--- config.mk ---
export PLATFORM = sky130hd
export DESIGN_NAME = key_mode_ctrl
export DESIGN_NICKNAME = d
export VERILOG_FILES = /design/src/rtl/key_ctrl_pkg.sv /design/src/rtl/key_win_timer.sv /design/src/rtl/key_mode_ctrl.sv
export SDC_FILE = /design/constraint.sdc
export NUM_CORES = 1
export LEC_CHECK = 0
export CAP_MARGIN = 10
export CORE_AREA = 2 2 39 41
export DETAILED_ROUTE_END_ITERATION = 10
export DIE_AREA = 0 0 41 43
export REMOVE_ABC_BUFFERS = 1
export SYNTH_ARGS = -nofsm -noshare
export SYNTH_HDL_FRONTEND = slang
export SYNTH_SLANG_ARGS = --single-unit
--- constraint.sdc ---
create_clock -name sys_clk -period 1.4 [get_ports sys_clk]
set_clock_uncertainty 0.1 [all_clocks]
set_input_delay 0.14 -clock sys_clk [delete_from_list [all_inputs] [get_ports sys_clk]]
set_output_delay 0.14 -clock sys_clk [all_outputs]
set_load 0.05 [all_outputs]
--- src/rtl/key_ctrl_pkg.sv ---
// Shared constants and helpers for the key mode controller.
// Used by key_mode_ctrl and key_win_timer.
package key_ctrl_pkg;

   localparam int CNT_W  = 24;
   localparam int CH_NUM = 8;

   localparam logic [1:0] ST_IDLE   = 2'd0;
   localparam logic [1:0] ST_WAIT2  = 2'd1;
   localparam logic [1:0] ST_OS_RST = 2'd2;

   localparam logic [2:0] OS_NONE = 3'd0;
   localparam logic [2:0] OS_2    = 3'd1;
   localparam logic [2:0] OS_4    = 3'd2;
   localparam logic [2:0] OS_8    = 3'd3;
   localparam logic [2:0] OS_16   = 3'd4;
   localparam logic [2:0] OS_32   = 3'd5;
   localparam logic [2:0] OS_64   = 3'd6;

   // Wraps at os_max; an out-of-range 7 also returns to 0 via the 3-bit add.
   function automatic logic [2:0] os_next(input logic [2:0] cur, input logic [2:0] os_max);
      return (cur == os_max) ? OS_NONE : cur + 3'd1;
   endfunction

   function automatic logic [2:0] ch_next(input logic [2:0] cur);
      return (cur == 3'(CH_NUM - 1)) ? 3'd0 : cur + 3'd1;
   endfunction

endpackage

--- src/rtl/key_win_timer.sv ---
// Loadable up-counter with clear, enable and terminal-count compare.
// tc_low restricts the compare to the low 8 bits (short pulse timing).
module key_win_timer
   import key_ctrl_pkg::*;
(
   input  logic             sys_clk,
   input  logic             sys_rst_n,
   input  logic             clr,
   input  logic             en,
   input  logic             load,
   input  logic [CNT_W-1:0] load_val,
   input  logic [CNT_W-1:0] tc_val,
   input  logic             tc_low,
   output logic             tc
);

   logic [CNT_W-1:0] cnt;

   always_ff @(posedge sys_clk) begin
      if (!sys_rst_n) begin
         cnt <= '0;
      end else if (clr) begin
         cnt <= '0;
      end else if (load) begin
         cnt <= load_val;
      end else if (en) begin
         cnt <= cnt + 1'b1;
      end
   end

   assign tc = tc_low ? (cnt[7:0] == tc_val[7:0]) : (cnt == tc_val);

endmodule

--- src/rtl/key_mode_ctrl.sv ---
// Single/double click classifier driving AD7606 channel select and OS code.
// Macro KEY_DBLCLK_EN builds the double-click path; otherwise every press steps ch_sel.
module key_mode_ctrl
   import key_ctrl_pkg::*;
#(
   parameter logic [23:0] WIN_MAX = 24'd14_999_999,
   parameter logic [7:0]  RST_LEN = 8'd9,
   parameter logic [2:0]  OS_MAX  = OS_64,
   parameter logic [2:0]  OS_INIT = OS_NONE
) (
   input  logic       sys_clk,
   input  logic       sys_rst_n,
   input  logic       key_flag,
   output logic [2:0] ch_sel,
   output logic [2:0] os,
   output logic       ad_rst_req,
   output logic       ch_chg,
   output logic       busy
);

   // Press pulse is registered first so every decision works from a flopped input.
   logic key_flag_p0;

`ifdef KEY_DBLCLK_EN

   logic [1:0]       state;
   logic             tmr_clr;
   logic             tmr_en;
   logic             tmr_low;
   logic             tmr_tc;
   logic [CNT_W-1:0] tmr_tc_val;

   always_comb begin
      tmr_clr    = 1'b0;
      tmr_en     = 1'b0;
      tmr_low    = 1'b0;
      tmr_tc_val = WIN_MAX;
      case (state)
         ST_WAIT2: begin
            if (key_flag_p0) tmr_clr = 1'b1;
            else             tmr_en  = 1'b1;
         end
         ST_OS_RST: begin
            tmr_en     = 1'b1;
            tmr_low    = 1'b1;
            tmr_tc_val = {{(CNT_W-8){1'b0}}, RST_LEN};
         end
         default: tmr_clr = 1'b1;
      endcase
   end

   key_win_timer u_timer (
      .sys_clk   (sys_clk),
      .sys_rst_n (sys_rst_n),
      .clr       (tmr_clr),
      .en        (tmr_en),
      .load      (1'b0),
      .load_val  ({CNT_W{1'b0}}),
      .tc_val    (tmr_tc_val),
      .tc_low    (tmr_low),
      .tc        (tmr_tc)
   );

   always_ff @(posedge sys_clk) begin
      if (!sys_rst_n) begin
         key_flag_p0 <= 1'b0;
         state       <= ST_IDLE;
         ch_sel      <= 3'd0;
         os          <= OS_INIT;
         ad_rst_req  <= 1'b0;
         ch_chg      <= 1'b0;
         busy        <= 1'b0;
      end else begin
         key_flag_p0 <= key_flag;
         ch_chg      <= 1'b0;
         case (state)
            ST_IDLE: begin
               if (key_flag_p0) begin
                  state <= ST_WAIT2;
                  busy  <= 1'b1;
               end
            end
            ST_WAIT2: begin
               // A press on the last window count still wins over the timeout.
               if (key_flag_p0) begin
                  os         <= os_next(os, OS_MAX);
                  ad_rst_req <= 1'b1;
                  state      <= ST_OS_RST;
               end else if (tmr_tc) begin
                  ch_sel <= ch_next(ch_sel);
                  ch_chg <= 1'b1;
                  state  <= ST_IDLE;
                  busy   <= 1'b0;
               end
            end
            ST_OS_RST: begin
               if (tmr_tc) begin
                  ad_rst_req <= 1'b0;
                  state      <= ST_IDLE;
                  busy       <= 1'b0;
               end
            end
            default: begin
               ad_rst_req <= 1'b0;
               state      <= ST_IDLE;
               busy       <= 1'b0;
            end
         endcase
      end
   end

`else

   always_ff @(posedge sys_clk) begin
      if (!sys_rst_n) begin
         key_flag_p0 <= 1'b0;
         ch_sel      <= 3'd0;
         ch_chg      <= 1'b0;
      end else begin
         key_flag_p0 <= key_flag;
         ch_chg      <= key_flag_p0;
         if (key_flag_p0) ch_sel <= ch_next(ch_sel);
      end
   end

   assign os         = OS_INIT;
   assign ad_rst_req = 1'b0;
   assign busy       = 1'b0;

   // Timing parameters only matter to the double-click build.
   logic unused_cfg;
   assign unused_cfg = ^{WIN_MAX, RST_LEN, OS_MAX};

`endif

endmodule
======== Word level (Yosys, flattened, before mapping) ========
Index checks and enable logic that the tools add are counted.
word-level totals
  register bits ........................... 5
  latch bits .............................. 0
  RAM bits ................................ 0
  bits in read-only memories .............. 0
  input bits .............................. 3
  output and inout port bits .............. 9
  logic and storage cells ................. 6
  memories ................................ 0
operators by class
  $add $sub $neg .......................... 1
  $mul .................................... 0
  divide/modulo/power cells ............... 0
  $lt $le $gt $ge ......................... 0
  eq/ne operators ......................... 1
  shift-type cells ........................ 0
  mux-type cells .......................... 1
  bitwise operators ....................... 0
  reductions and logical operators ........ 0
operators by type and width
  kind                   number
  $add A3 B1 Y3 const B  1
  $eq A3 B3 Y1 const B   1
  $mux W3                1

======== Depth between registers and ports, before layout ========
Gate-level depths: netlist (run 1).
  word-level depth ........................ 2
  gate-level depth with buffers ........... 4
  gate-level depth less buffers ........... 4

======== Least setup slack after synthesis (run 1) ========
OpenSTA, ideal clock, no wires.
  path type ............................... register -> register
  from .................................... register ch_sel[0]
  to ...................................... register ch_sel[2]
  setup time .............................. 117 ps
  data arrival time ....................... 1273 ps
  required time ........................... 1183 ps
  setup slack ............................. -91 ps
  cell stages (with the launch flop) ...... 5
  path buffers ............................ 0
  clock period less this slack ............ 1491 ps
  cell sequence ........................... dfxtp_1 -> ha_1 -> ha_1 -> mux2i_1 -> nor2b_1
between the ends
  word-level cells in the longest chain between the ends .. 2
  elaborated cells between the ends (all ways) .. 3
  those cells by class .................... 1 x add/sub; 1 x eq/ne; 1 x mux
RTL lines
  item                                           line                  text
  start: declaration                             key_mode_ctrl.sv:14   output logic [2:0] ch_sel,
  start signal: assignment                       key_mode_ctrl.sv:122  if (key_flag_p0) ch_sel <= ch_next(ch_sel);
  $add A3 B1 Y3 or $eq A3 B3 Y1 (tied branches)  key_ctrl_pkg.sv:26    return (cur == 3'(CH_NUM - 1)) ? 3'd0 : cur + 3'd1;
  $mux W3 *                                      key_ctrl_pkg.sv:26
Every way passes the cells marked *; elsewhere a longest branch is shown, timed or not.
A chain may end at the register's enable or synchronous reset.

======== Final worst setup path (run 1) ========
Ends and elaborated chain as after synthesis.

==> results of run 1 <==
power breakdown:
| group | switching [mW] | internal [mW] | total, mW |
|---|---|---|---|
| Clock | 0.0555 | 0.108 | 0.163 |
| Combinational | 0.0497 | 0.0268 | 0.0766 |
| Sequential | 0.00755 | 0.149 | 0.156 |
final cells by class:
| class | count | share of cell area [%] |
|---|---|---|
| flip-flops and latches | 5 | 27.3 |
| well taps | 16 | 5.46 |
| clock buffers | 4 | 7.17 |
| repair buffers | 6 | 27.3 |
| multi-input cells | 17 | 32.8 |
metal layers:
layer / part of all wire, % / global-route usage, %
met4: 0 / 2.00
met1: 41 / 5.14
met5: 0 / 0
met2: 48 / 7.19
met3: 10 / 6.28
critical path, stage by stage (launching register included):
cell	delay, ns
dfxtp_1	0.36
ha_1	0.22
ha_1	0.27
mux2i_1	0.13
nor2b_1	0.06
flip-flops by register name, summed over array words and instances (netlist names):
signal       count
ch_chg           1
ch_sel           3
key_flag_p0      1
layout by cell type, fill, tap and decap left out, drive strengths merged:
| master | Yosys | final |
|---|---|---|
| clkdlybuf4s50 | 0 | 2 |
| dfxtp | 5 | 5 |
| buf | 5 | 4 |
| nor2b | 2 | 2 |
| nand2 | 1 | 1 |
| ha | 2 | 2 |
| and2 | 2 | 2 |
| nand4b | 1 | 1 |
| nor3b | 1 | 1 |
| conb | 1 | 5 |
| o21a | 1 | 1 |
| mux2i | 1 | 1 |
| clkbuf | 0 | 4 |
| nand3b | 1 | 1 |
how the worst max path moves through the flow:
stage                     end  slack (ns)  cells after the start
global route        ch_sel[2]         0.1                      4
detailed placement  ch_sel[2]        0.16                      4
global placement    ch_sel[2]        0.18                      4
CTS                 ch_sel[2]        0.14                      4
finish              ch_sel[2]        0.15                      4
floorplan           ch_sel[2]       -0.09                      4
metrics by stage:
step                cells  utilization [%]
finish                 48             26.5
global placement       44             24.6
CTS                    48             26.5
global route           48             26.5
detailed placement     44             24.6
floorplan              22                -
synthesized netlist by cell type:
| cell | count | area share, % |
|---|---|---|
| and2_1 | 1 | 2.6 |
| and2_2 | 1 | 3.1 |
| nand2_1 | 1 | 1.5 |
| conb_1 | 1 | 1.5 |
| nand3b_1 | 1 | 3.1 |
| dfxtp_1 | 5 | 41 |
| ha_1 | 2 | 10 |
| mux2i_1 | 1 | 4.1 |
| buf_4 | 5 | 15 |
| nor2b_1 | 2 | 5.2 |
| o21a_1 | 1 | 3.1 |
| nand4b_1 | 1 | 3.6 |
| nor3b_2 | 1 | 5.2 |
logic make-up (layout without fill, tap and decap cells):
group | Yosys count | count (layout)
simple gates | 8 | 8
flops | 5 | 5
buf+inv | 5 | 10
fa+ha+maj | 2 | 2
other cells | 1 | 5
compound gates | 1 | 1
mux | 1 | 1
==> impl_metrics.toml, run 1 <==
[die]
core_um2 = 1380
die_area_um2 = 1760
start_util_pct = 17.5
die_h_um = 43
boundaryPins = 12
die_w_um = 41
core.rowCount = 14

[sta]
hold_viol = 0
setup_tns_ns = 0
min_period_ns = 1.25
period_share_pct = 89.0
fmax_ghz = 0.803
finalMaxSlewViolations = 0
setup_ws_ns = 0.154
rsz0062_at_grt = "no"
setup_violations = 0
hold_slack_ns = 0.388

[layout]
drive_above_1_share_pct = 28.1
multiInputGateArea_um2 = 120
num-nets-final = 38
antennaDiodeCount = 0
syn2layout_area_growth_pct = 51.0
postLayoutCellArea_um2 = 367
seqCellArea_um2 = 100
nFillCells = 152

[hold_path]
min_to = "key_flag_p0"
min_path_type = "in -> reg"
hold_depth = 2
min-delay-start = "key_flag"

[worst_setup_path]
reg2reg_slack_ns = 0.15
cp.arrival_ns = 1.28
worst_r2r_endpoint = "ch_sel[2]"
rr_worst_depth = 4
critPathKind = "reg -> reg"
cp.required_ns = 1.43
cp-start-kind = "flip-flop"
crit_path_end_kind = "flip-flop"
critPathMaxFanout = 4
regToRegStartpoint = "ch_sel[0]"
crit_start = "ch_sel[0]"

[synth]
synth-seq-cells = 5
mappedNetlistArea_um2 = 243
synth_top_family_by_area = "simple AND/OR/NAND/NOR gates"
synth_simple_gate_area_share_pct = 24.2
synthCells = 23
synth.area.mux_share_pct = 4.12
synth_cell_types = 13
synth-xor-area-share_pct = 0
yosys_warnings = 0
ys_seq_area_share_pct = 41.2
synth-compound-area-share_pct = 3.09
synth_fa_ha_area_share_pct = 10.3
syn_area_per_cell_um2 = 10.6

[job]
drv_cap = 0

[grt]
grt_max_degree = 7
grt_usage_pct = 5.42
grt_pass1_vias = 145
gr-total-overflow = 0
grt_pass1_wl_um = 572
antenna_found_initial = 0

[routing]
drt_iter0_markers = 1
drc_errors = 0
viasPerCell = 3.60
drtAntennaViolNets = 0
num_vias = 173
finalWirelength_um = 366
wl_per_cell_um = 7.63
drt_pass1_iterations = 2

[pwr]
fin_total_pwr_mw = 0.396
power_density_nw_per_um2 = 1080
ir_drop_uv = 565
power_leakage_nw = 0.166

[place]
dp_slack_ns = 0.156
port-buffer-count = 6
post_dp_cell_area_um2 = 340
place.gp.congestion = 0.683

[cts]
cts.sinks = 5
post-cts-setup-buffers = 0
htree_levels = 1
clkSlewWorstSetupHoldPaths_ns = 0.05
root_buffer = "clkbuf_4"
clockBufferDepth = 2
clk_latency_ns = 0.24
cts_tree = "yes"
post_cts_resized = 0
hold_buffers = 0
cts_made_buffers = 3

[status]
status = "completed"
(Power assumes the default switching activity.)
==> run 2: changes to the inputs <==
Settings changed: PLACE_DENSITY from default to 0.43.
==> impl_metrics.toml, run 2 (synthesis results as in run 1) <==
[place]
place.gp.congestion = 0.621
post_dp_cell_area_um2 = 340
port-buffer-count = 6
dp_slack_ns = 0.158

[worst_setup_path]
slowest_stage = "dfxtp_1"
crit_path_frequent_cell = "ha_1"
reg2reg_slack_ns = 0.17
cp_slowest_stage_delay_ns = 0.35
crit_chain = "ha_1 > ha_1 > mux2i_1 > nor2b_1"
crit_buf_inv = 0
crit_family = "adder cells"
cp.required_ns = 1.43
cp.arrival_ns = 1.26
critPathKind = "reg -> reg"
crit_path_end_kind = "flip-flop"
cp-start-kind = "flip-flop"
critPathMaxFanout = 4

[grt]
grt_max_degree = 7
grt_pass1_vias = 185
grt_usage_pct = 6.54
grt_pass1_wl_um = 696
antenna_found_initial = 0
gr-total-overflow = 0

[pwr]
swShare_pct = 28.9
ir_drop_uv = 349
p_int_mw = 0.283
combPwrFrac_pct = 19.3
power.switching_mw = 0.115
pwr-share-seq_pct = 39.3
power_leakage_nw = 0.166
power_frac_clock_pct = 41.4
power_density_nw_per_um2 = 1090
fin_total_pwr_mw = 0.398

[routing]
finalWirelength_um = 394
num_vias = 172
wl_per_cell_um = 8.21
drt_pass1_iterations = 1
viasPerCell = 3.58
drtAntennaViolNets = 0
drc_errors = 0
drt_iter0_markers = 0

[cts]
cts_made_buffers = 3
hold_buffers = 0
clk_latency_ns = 0.24
post-cts-setup-buffers = 0
cts_tree = "yes"
post_cts_resized = 0
cts.sinks = 5
clkSlewWorstSetupHoldPaths_ns = 0.04
clockBufferDepth = 2
root_buffer = "clkbuf_4"
htree_levels = 1

[die]
die_area_um2 = 1760
boundaryPins = 12
core_um2 = 1380
core.rowCount = 14
start_util_pct = 17.5
die_h_um = 43
die_w_um = 41

[layout]
layout_common_cells = "5 x conb_1, 5 x dfxtp_1, 4 x buf_12"
largest_reg_flops = 3
reg_top3 = "ch_sel: 3 flops, ch_chg: 1 flops, key_flag_p0: 1 flops"
postLayoutCellArea_um2 = 367
syn2layout_area_growth_pct = 51.0
num-nets-final = 38
drive_above_1_share_pct = 28.1
largest_register = "ch_sel"
fin_util_pct = 26.5
antennaDiodeCount = 0
nFillCells = 151

[sta]
min_period_ns = 1.23
period_share_pct = 87.7
hold_slack_ns = 0.381
rsz0062_at_grt = "no"
fmax_ghz = 0.814
finalMaxSlewViolations = 0
setup_ws_ns = 0.172
setup_violations = 0
hold_viol = 0

[job]
drv_cap = 0

[hold_path]
min_path_type = "in -> reg"

[status]
status = "completed"
## run 2: cell counts in the layout (fill, tap and decap cells not counted)
Identical to the previous run, type by type.
## run 2: power by group through the flow
stage / combinational (mW) / clock, mW / sequential (mW)
final: 0.0768 / 0.165 / 0.156
after global routing: 0.0806 / 0.186 / 0.157
after CTS: 0.0770 / 0.175 / 0.157
after detailed placement: 0.0771 / 0 / 0.159
after global placement: 0.0766 / 0 / 0.159
after floorplan: 0.0384 / 0 / 0.170
## run 2: per-stage QoR
| step | setup TNS (ns) | std cells |
|---|---|---|
| floorplan | -0.177 | 22 |
| global route | 0 | 48 |
| global placement | 0 | 44 |
| CTS | 0 | 48 |
| detailed placement | 0 | 44 |
| finish | 0 | 48 |
## run 2: final timing paths
check,start,to,cells after the start
max,ch_sel[0],ch_sel[2],4
min,key_flag,key_flag_p0,2
max reg2reg,ch_sel[0],ch_sel[2],4
min reg2reg,ch_sel[1],ch_sel[1],2
## run 2: routing by layer
metal / GRT usage [%] / share of wire (%) / wire [um] / up-vias
met5: 0 / 0 / 0 / -
met4: 8.00 / 0 / 0 / 0
met3: 3.66 / 10 / 40 / 0
met2: 8.13 / 52 / 205 / 9
met1: 6.47 / 38 / 148 / 79
li1: - / - / - / 84
## run 2: layout make-up
cell class	count	area [um^2]	share of cell area, %
clock buffer	4	26.3	7.17
timing repair buffer	6	100	27.3
sequential	5	100	27.3
tap	16	20.0	5.46
multi-input combinational	17	120	32.8
## run 2: worst reg2reg max path: stages (launching register included)
cell and delay (ns):
dfxtp_1 0.35, ha_1 0.22, ha_1 0.26, mux2i_1 0.13
nor2b_1 0.06
==> run 3: changes to the inputs <==
Settings changed: CTS_CLUSTER_SIZE from default to 28.
==> results of run 3 <==
Final layout, timing and power as in run 2 (identical DEF).
